[src/rtl/mem_port_arbiter.sv]
// mem_port_arbiter
//   Shares one memory port between an instruction-fetch requester and a
//   load/store requester. Only one access is outstanding at a time. The
//   granted request is captured into registers, and those registers drive
//   the memory port until memReady completes the access.
//
//   Optional feature macro: MEMARB_RR_EN
//     defined   : when both ports request, the port that was not granted
//                 last wins. The last-granted flag resets to fetch.
//     undefined : data always wins over fetch.
//
//   Ports
//     clk, reset                       clock; async active-high reset
//     iReq/iAddr -> iData/iValid/iStall    fetch side
//     dReq/dWe/dType/dAddr/dWData
//       -> dRData/dValid/dStall            load/store side
//     memReq/memWe/memType/memAddr/memWData -> memory (registered)
//     memReady/memRData                     <- memory completion + data
module mem_port_arbiter #(
    parameter int ADDR_W = 64,
    parameter int DATA_W = 64
) (
    input  logic              clk,
    input  logic              reset,
    // fetch port
    input  logic              iReq,
    input  logic [ADDR_W-1:0] iAddr,
    output logic [31:0]       iData,
    output logic              iValid,
    output logic              iStall,
    // data port
    input  logic              dReq,
    input  logic              dWe,
    input  logic [2:0]        dType,
    input  logic [ADDR_W-1:0] dAddr,
    input  logic [DATA_W-1:0] dWData,
    output logic [DATA_W-1:0] dRData,
    output logic              dValid,
    output logic              dStall,
    // shared memory port
    output logic              memReq,
    output logic              memWe,
    output logic [2:0]        memType,
    output logic [ADDR_W-1:0] memAddr,
    output logic [DATA_W-1:0] memWData,
    input  logic              memReady,
    input  logic [DATA_W-1:0] memRData
);

    typedef enum logic [1:0] {IDLE, BUSY_I, BUSY_D} state_t;

    state_t state, stateNext;
    logic   iPend, dPend;
    logic   grantI, grantD;
    logic   preferI;

    // A requester still holds its request during the cycle its valid
    // pulses. Masking the request with its own valid keeps that completed
    // request from being granted a second time. A request that is still
    // high one cycle later is a new request.
    assign iPend  = iReq & ~iValid;
    assign dPend  = dReq & ~dValid;
    assign iStall = iPend;
    assign dStall = dPend;

`ifdef MEMARB_RR_EN
    logic lastGrantD;  // 0 = fetch was granted last

    assign preferI = lastGrantD;

    always_ff @(posedge clk or posedge reset) begin
        if (reset)       lastGrantD <= 1'b0;
        else if (grantD) lastGrantD <= 1'b1;
        else if (grantI) lastGrantD <= 1'b0;
    end
`else
    assign preferI = 1'b0;
`endif

    always_ff @(posedge clk or posedge reset) begin
        if (reset) state <= IDLE;
        else       state <= stateNext;
    end

    always_comb begin
        stateNext = state;
        grantI    = 1'b0;
        grantD    = 1'b0;
        case (state)
            IDLE: begin
                if (iPend && dPend) begin
                    grantI = preferI;
                    grantD = ~preferI;
                end else begin
                    grantI = iPend;
                    grantD = dPend;
                end
                if (grantD)      stateNext = BUSY_D;
                else if (grantI) stateNext = BUSY_I;
            end
            BUSY_I, BUSY_D: if (memReady) stateNext = IDLE;
            default: stateNext = IDLE;
        endcase
    end

    // Memory-port request registers and response capture
    always_ff @(posedge clk or posedge reset) begin
        if (reset) begin
            memReq   <= 1'b0;
            memWe    <= 1'b0;
            memType  <= '0;
            memAddr  <= '0;
            memWData <= '0;
            iData    <= '0;
            dRData   <= '0;
            iValid   <= 1'b0;
            dValid   <= 1'b0;
        end else begin
            iValid <= 1'b0;
            dValid <= 1'b0;
            if (grantD) begin
                memReq   <= 1'b1;
                memWe    <= dWe;
                memType  <= dType;
                memAddr  <= dAddr;
                memWData <= dWData;
            end else if (grantI) begin
                memReq   <= 1'b1;
                memWe    <= 1'b0;
                memType  <= 3'b010;  // fetches are always a word
                memAddr  <= iAddr;
                memWData <= '0;
            end
            if (memReady && state == BUSY_I) begin
                memReq <= 1'b0;
                iData  <= memRData[31:0];
                iValid <= 1'b1;
            end
            if (memReady && state == BUSY_D) begin
                memReq <= 1'b0;
                dValid <= 1'b1;
                // A store completion leaves the last load data in place.
                if (!memWe) dRData <= memRData;
            end
        end
    end

endmodule
[config.mk]
export PLATFORM = sky130hd
export DESIGN_NAME = mem_port_arbiter
export DESIGN_NICKNAME = d
export VERILOG_FILES = /design/src/rtl/mem_port_arbiter.sv
export SDC_FILE = /design/constraint.sdc
export NUM_CORES = 1
export LEC_CHECK = 0
export ABC_AREA = 1
export BUFFER_PORTS_ARGS = -buffer_cell sky130_fd_sc_hd__buf_2
export CORE_MARGIN = 8
export CORE_UTILIZATION = 30
export CTS_BUF_LIST = sky130_fd_sc_hd__clkbuf_16
export CTS_CLUSTER_DIAMETER = 150
export DETAILED_ROUTE_END_ITERATION = 10
export GPL_ROUTABILITY_DRIVEN = 0
export GPL_TIMING_DRIVEN = 1
export HOLD_SLACK_MARGIN = 0.1
export PLACE_DENSITY = 0.64
export REMOVE_ABC_BUFFERS = 1
export SYNTH_ARGS = -nofsm -noshare
export SYNTH_HDL_FRONTEND = slang
export SYNTH_SLANG_ARGS = --single-unit
export TNS_END_PERCENT = 5
[constraint.sdc]
create_clock -name clk -period 7.9 [get_ports clk]
set_input_delay 1.185 -clock clk [delete_from_list [all_inputs] [get_ports clk]]
set_output_delay 1.185 -clock clk [all_outputs]
set_load 0.05 [all_outputs]
==> results of run 1 <==
## cell families (layout without fill, tap and decap cells)
group / count (synthesis) / count (layout)
AND/OR/NAND/NOR: 764 / 764
other: 0 / 3
AO/OA/AOI/OAI: 66 / 66
adder cells (fa/ha/maj): 3 / 3
flip-flops: 233 / 233
buffers and inverters: 126 / 599
## worst max-delay path, cell delays in order (launching register included)
cell and delay (ns):
dfrtp_1 0.39, inv_2 0.06, buf_4 0.56, nand2_1 0.41, inv_1 0.11, buf_2 0.30
## cells in the final DEF, fill, tap and decap left out, types with 4 or more instances in the layout
cell	instances
buf_2	497
inv_2	4
clkinvlp_4	4
nand2_1	661
inv_1	43
nand3_1	33
dfrtp_1	233
o21ai_0	58
bufinv_16	9
clkbuf_16	27
o21ai_1	6
buf_4	6
nand4_1	65
## metal layers
layer  part of all wire  up-vias
met3               0.10       46
met1               0.41     4371
met2               0.46      458
met5            0.00097        -
met4              0.020        4
li1                   -     4642
## sequential cells by signal, indices dropped and copies added, names as in the netlist, 2 cells and up
| name | cells |
|---|---|
| dRData | 64 |
| memAddr | 64 |
| memWData | 64 |
| iData | 32 |
| memType | 3 |
| state | 2 |
## where the power goes
| part | internal (mW) | switching [mW] | leakage (nW) |
|---|---|---|---|
| combinational | 0.784 | 3.13 | 4.65 |
| sequential | 1.74 | 0.286 | 2.93 |
| clock | 0.914 | 0.501 | 0.486 |
## per-stage QoR
stage | power, mW | setup WS, ns | cell area (um2) | instances | util
3_3_place_gp | 5.951 | 4.509 | 12580 | 2059 | 0.3877
6_report | 7.358 | 4.311 | 13600 | 2110 | 0.4192
5_1_grt | 7.787 | 4.107 | 13600 | 2108 | 0.4190
4_1_cts | 7.444 | 4.233 | 13600 | 2107 | 0.4189
2_1_floorplan | 4.874 | 0.3254 | 9453 | 1113 | -
3_5_place_dp | 6.001 | 4.427 | 12580 | 2059 | 0.3877
## path summary, 6_finish.rpt
| check | startpoint | to | cells after the start |
|---|---|---|---|
| worst min register to register | memWData[8] | memWData[8] | 2 |
| worst max-delay path | dValid | dStall | 5 |
| worst min-delay path | memWData[8] | memWData[8] | 2 |
| min in group asynchronous | reset | dRData[13] | 2 |
| worst max register to register | dValid | memAddr[14] | 8 |
| max in group asynchronous | reset | memWData[19] | 3 |
## layout make-up
cell class,count,area [um2]
Tap cell,442,553.0
Antenna cell,3,7.507
Clock inverter,21,339.1
Timing Repair Buffer,504,2552
Sequential cell,233,5831
Clock buffer,27,675.6
Inverter,47,183.9
Multi-Input combinational cell,833,3461
Fill cell,3330,18850
==> impl_results.md, run 1 <==
* Die H at 197.1 um
* Initial antenna violation count at 5
* Simple-gate share of the synthesized area at 0.3128
* Power Dens Cells at 540.9 nW/um2
* IO Port Bufs at 497
* Timing-limited maximum frequency at 0.2786 GHz
* Number of gates resized after cts at 0
* Post-synth EDFFs at 0
* Number of routed nets with antenna violations at 0
* Worst hold margin at around 0.46 ns
* Sequential area share after synthesis at 0.5926
* Ys Warns at 0
* Final count of pins violating max slew at 0
* Critical Path End Type: output pin
* Number of max-cap violations at 0
* Class of the tightest hold or removal check: reg -> reg
* Worst-case vdd ir drop at 0.2318 mV
* CTS clk-pin slew, worst paths at 0.06 ns
* Number of buffers on the longest clock path at 3
* GR Util All Layers at 0.1688
* Number of clock sinks at 233
* # IOs at 498
* Die Outline Area at 38850 um2
* Drt via density at 4.512
* Largest net degree at the start of global routing at about 130
* Minimum period implied by the final worst setup slack at 3.589 ns
* Initial core utilization at 0.3032
* Violation count after the first detailed-routing iteration at 516
* Type of the worst setup path: reg -> out
* Worst Skew at 0.009983 ns
* Cell area after synthesis at 9839 um2
* Vias at 9521
* Static leakage at 8.062 nW
* Slew at the pin closest to its max-slew limit at 1.158 ns
* Gate Count Post-Synth at approximately 1200
* GR Layer Usage met3 at 0.05417
* Share of synthesized registers carrying an async set or reset at 1.000
* Synth top cells by count: nand2_1 (662), dfrtp_1 (233), nand4_1 (65), o21ai_0 (58), inv_1 (44)
* Number of storage elements in the synthesis netlist at 233
* Sort of element at the start of the critical path: register
* Primary flip-flop cell chosen by synthesis mapping: dfrtp_1
* DRC violation count after routing at 0
* Biggest fanout along the worst timing path at between 60 and 70
* Biggest area consumer among synthesized cells: dfrtp_1
* Detail Placement HPWL at 25.84 mm
* Cell types occupying the most area after synthesis: dfrtp_1 (59%), nand2_1 (25%), nand4_1 (4.1%), o21ai_0 (3.0%), nand3_1 (1.7%)
* Vias in the first global route at 9485
* Worst setup slack for register-to-register paths at 4.60 ns
* First-pass detailed-route iteration total at 7
* Post-route fraction of the period consumed by the critical path at 0.4543
* Total wire length at 34.92 mm
* Final setup vio count at 0
* CTS HTree Levels at 1
* Data arrival at the endpoint of the critical path at 2.40 ns
* Global-route wire length before repair at 53.23 mm
* Nets at 1913
* # Post-CTS Setup Buffers at 0
* Global Route met2 Usage at 0.2755
* Number of buffers inserted during clock tree synthesis at 26
* Avg Inst Size Synth at between 8 and 9 um2
* Run status: finished clean
* CTS tree: yes
* Share of layout cells above drive strength 1 at 0.3351
* Multiplexer area fraction after synthesis at 0
* Most common cell in the netlist: nand2_1
* Setup Total Neg Slack at 0 ns
* Netlist cell types at 16
* Global route total overflow at 0
* Clk Tree Root Cell: clkbuf_16
* Met1 Resource Use GR at 0.2137
* Routing layer with the top usage in global route: met2
* Combinational family with the most area after synthesis: simple AND/OR/NAND/NOR gates
* Setup repair after global routing missed its margin: false
* Synth-to-layout area growth at 38.25%
* Insertion delay of the later-clocked pin in the worst-skew pair at around 0.53 ns
* Routed WL per cell at 16.55 um
* Horizontal die dimension at just under 200 um
* Number of placement rows at 66
* Final count of hold timing violations at 0
* Area inside the core boundary at approximately 32000 um2
* Fraction of the mapped netlist area in adder cells at 0.003815
* Required arrival time at the worst endpoint at 6.71 ns
* Area fraction in compound gates after synthesis at 0.03357
* Xor/xnor share of the synthesized area at 0
* Tightest slew margin relative to the limit at 0.2278
* Post-cts hold buffer count at 0
* Top-area cell type share of the netlist area at 0.5926
No activity file was read; power rests on OpenSTA's default activity.
==> run 2: changes to the inputs <==
clock period = 3.1 ns   (was 7.9 ns; I/O delays follow)
==> run 2 against run 1 <==
Compared with the run above: sequential share of layout area rose by 0.41 points; cell count increased by 0.19%; flip-flop and latch count unchanged; die area stayed put; total power is 140% higher; core utilization is 0.39 points lower; largest cell class unchanged.
==> impl_results.md, run 2 (same netlist as run 1, synthesis figures left out) <==
* Type of the worst setup path: reg -> reg
* Biggest fanout along the worst timing path at 48 (-27%)
* Worst-case setup slack after placement at 0.7929 ns (-3.634 ns)
* Initial core utilization at 0.3032 (unchanged)
* Number of buffers inserted during clock tree synthesis at 25 (-3.8%)
* Slew at the pin closest to its max-slew limit at 1.115 ns (-0.04331 ns)
* Clock share of power at 0.153 (-0.039)
* # Post-CTS Setup Buffers at 0 (unchanged)
* Routed WL per cell at 16.62 um (+0.43%)
* Global-route wire length before repair at 54.11 mm (+1.7%)
* Share of layout cells above drive strength 1 at 0.3323 (-0.002800)
* Number of buffers on the longest clock path at 3 (unchanged)
* Most frequent standard cell in the layout excluding fill and tap cells: nand2_1
* Timing-limited maximum frequency at 0.4564 GHz
* Net switching power at 9.895 mW (+150%)
* Worst hold margin at 0.1512 ns (-0.3120 ns)
* CTS HTree Levels at 1 (unchanged)
* GR Util All Layers at 0.1711 (+0.002286)
* Synth-to-layout area growth at 36.95%
* Total wire length at 35.13 mm (+0.62%)
* Final setup margin at 0.9090 ns (-3.402 ns)
* Internal power at 8.130 mW (+140%)
* Sequential power share at 0.286 (+0.011)
* # fillers at 3347 (+0.51%)
* # IOs at 498 (unchanged)
* Area inside the core boundary at 32450 um2 (unchanged)
* Largest net degree at the start of global routing at 134 (+4.7%)
* Post-layout instance count excluding filler cells at 2114 (+0.19%)
* Number of placement rows at 66 (unchanged)
* Global route total overflow at 0 (unchanged)
* Number of routed nets with antenna violations at 0 (unchanged)
* Final count of hold timing violations at 0 (unchanged)
* Post-cts hold buffer count at 1 (+1)
* Highest-count cells in the layout ignoring fill and taps: nand2_1 (661), buf_2 (497), dfrtp_1 (233), nand4_1 (65), o21ai_0 (58)
* First-pass detailed-route iteration total at 5 (-2)
* Critical Path End Type: register
* Sort of element at the start of the critical path: register
* Final setup vio count at 0 (unchanged)
* Run status: finished clean
* Number of gates resized after cts at 0 (unchanged)
* Drt via density at 4.543 (+0.67%)
* Vias at 9603 (+0.86%)
* IO Port Bufs at 497 (unchanged)
* Total non-filler cell area in the finished layout at 13480 um2 (-0.94%)
* Tightest slew margin relative to the limit at 0.2541 (+0.02624)
* Required arrival time at the worst endpoint at 3.54 ns (-3.17 ns)
* Power Dens Cells at 1338 nW/um2 (+150%)
* Horizontal die dimension at 197.1 um (unchanged)
* Static leakage at 8.041 nW (-0.25%)
* Part of the total power dissipated in combinational logic at 0.560 (+0.027)
* Insertion delay of the later-clocked pin in the worst-skew pair at 0.51 ns (-0.02 ns)
* Minimum period implied by the final worst setup slack at 2.191 ns
* Area post-placement at 12700 um2 (+0.97%)
* Post-route fraction of the period consumed by the critical path at 0.7068
* Nets at 1921 (+0.42%)
* Class of the tightest hold or removal check: in -> reg
* Final count of pins violating max slew at 0 (unchanged)
* Number of max-cap violations at 0 (unchanged)
* Sw Ratio at 0.5490 (+0.01596)
* Data arrival at the endpoint of the critical path at 2.63 ns (+0.23 ns)
* Vias in the first global route at 9800 (+3.3%)
* Initial antenna violation count at 3 (-2)
* CTS tree: yes
* Number of clock sinks at 233 (unchanged)
* Multi-input combinational cell area at 3461 um2 (unchanged)
* Detail Placement HPWL at 26.36 mm (+2.0%)
* Die H at 197.1 um (unchanged)
* Die Outline Area at 38850 um2 (unchanged)
* Worst-case vdd ir drop at 0.6843 mV (+200%)
* Clk Tree Root Cell: clkbuf_16
* DRC violation count after routing at 0 (unchanged)
* Setup repair after global routing missed its margin: false
* Worst Skew at 0.01087 ns (+0.0008889 ns)
* Area used by sequential logic in the layout at 5831 um2 (unchanged)
* Violation count after the first detailed-routing iteration at 416 (-19%)
* Instance count after placement with tap cells included at 2067 (+0.39%)
* CTS clk-pin slew, worst paths at 0.06 ns (about the same)
* Largest registers: dRData (64), memAddr (64), memWData (64)
run 2: metrics by stage:
| stage | util | power [mW] | setup TNS, ns |
|---|---|---|---|
| 3_3_place_gp | 0.3914 | 15.27 | 0 |
| 5_1_grt | 0.4151 | 19.12 | 0 |
| 4_1_cts | 0.4151 | 18.26 | 0 |
| 3_5_place_dp | 0.3914 | 15.41 | 0 |
| 2_1_floorplan | - | 12.42 | -1060.36 |
| 6_report | 0.4152 | 18.03 | 0 |
run 2: cell type report:
cell class / instances / share of cell area
Clock buffer: 25 / 0.04643
Antenna cell: 2 / 0.0003714
Multi-Input combinational cell: 833 / 0.2568
Clock inverter: 19 / 0.009749
Timing Repair Buffer: 513 / 0.1993
Tap cell: 442 / 0.04104
Sequential cell: 233 / 0.4327
Inverter: 47 / 0.01365
run 2: power by group through the flow:
stage	combinational (mW)	sequential, mW	clock (mW)
after detailed placement	10.2	5.17	0
after global routing	10.8	5.32	2.99
final	10.1	5.16	2.77
after floorplan	2.57	9.85	0
after global placement	10.1	5.18	0
after CTS	10.2	5.16	2.87
run 2: critical path: stages (launching register included):
cell and delay [ns]:
dfrtp_1 0.40, inv_1 0.09, ha_2 0.57, buf_4 0.54, nand4_1 0.20, nand2_1 0.14
nand2_1 0.06, nand2_1 0.08
run 2: worst paths after layout:
check | start | to | slack (ns) | cells after the start
worst max-delay path | state[1] | memAddr[38] | 0.91 | 7
worst min-delay path | dWData[20] | memWData[20] | 0.15 | 3
worst max register to register | state[1] | memAddr[38] | 0.91 | 7
worst min register to register | dRData[54] | dRData[54] | 0.46 | 2
max in group asynchronous | reset | memAddr[48] | 1.64 | 4
min in group asynchronous | reset | dRData[29] | 0.63 | 3
run 2: metal layers:
layer	up-vias	GRT usage	wire (um)
met5	-	0	12
li1	4654	-	-
met3	52	0.04804	3263
met4	2	0.04179	719
met2	438	0.2843	16370
met1	4457	0.2179	14770
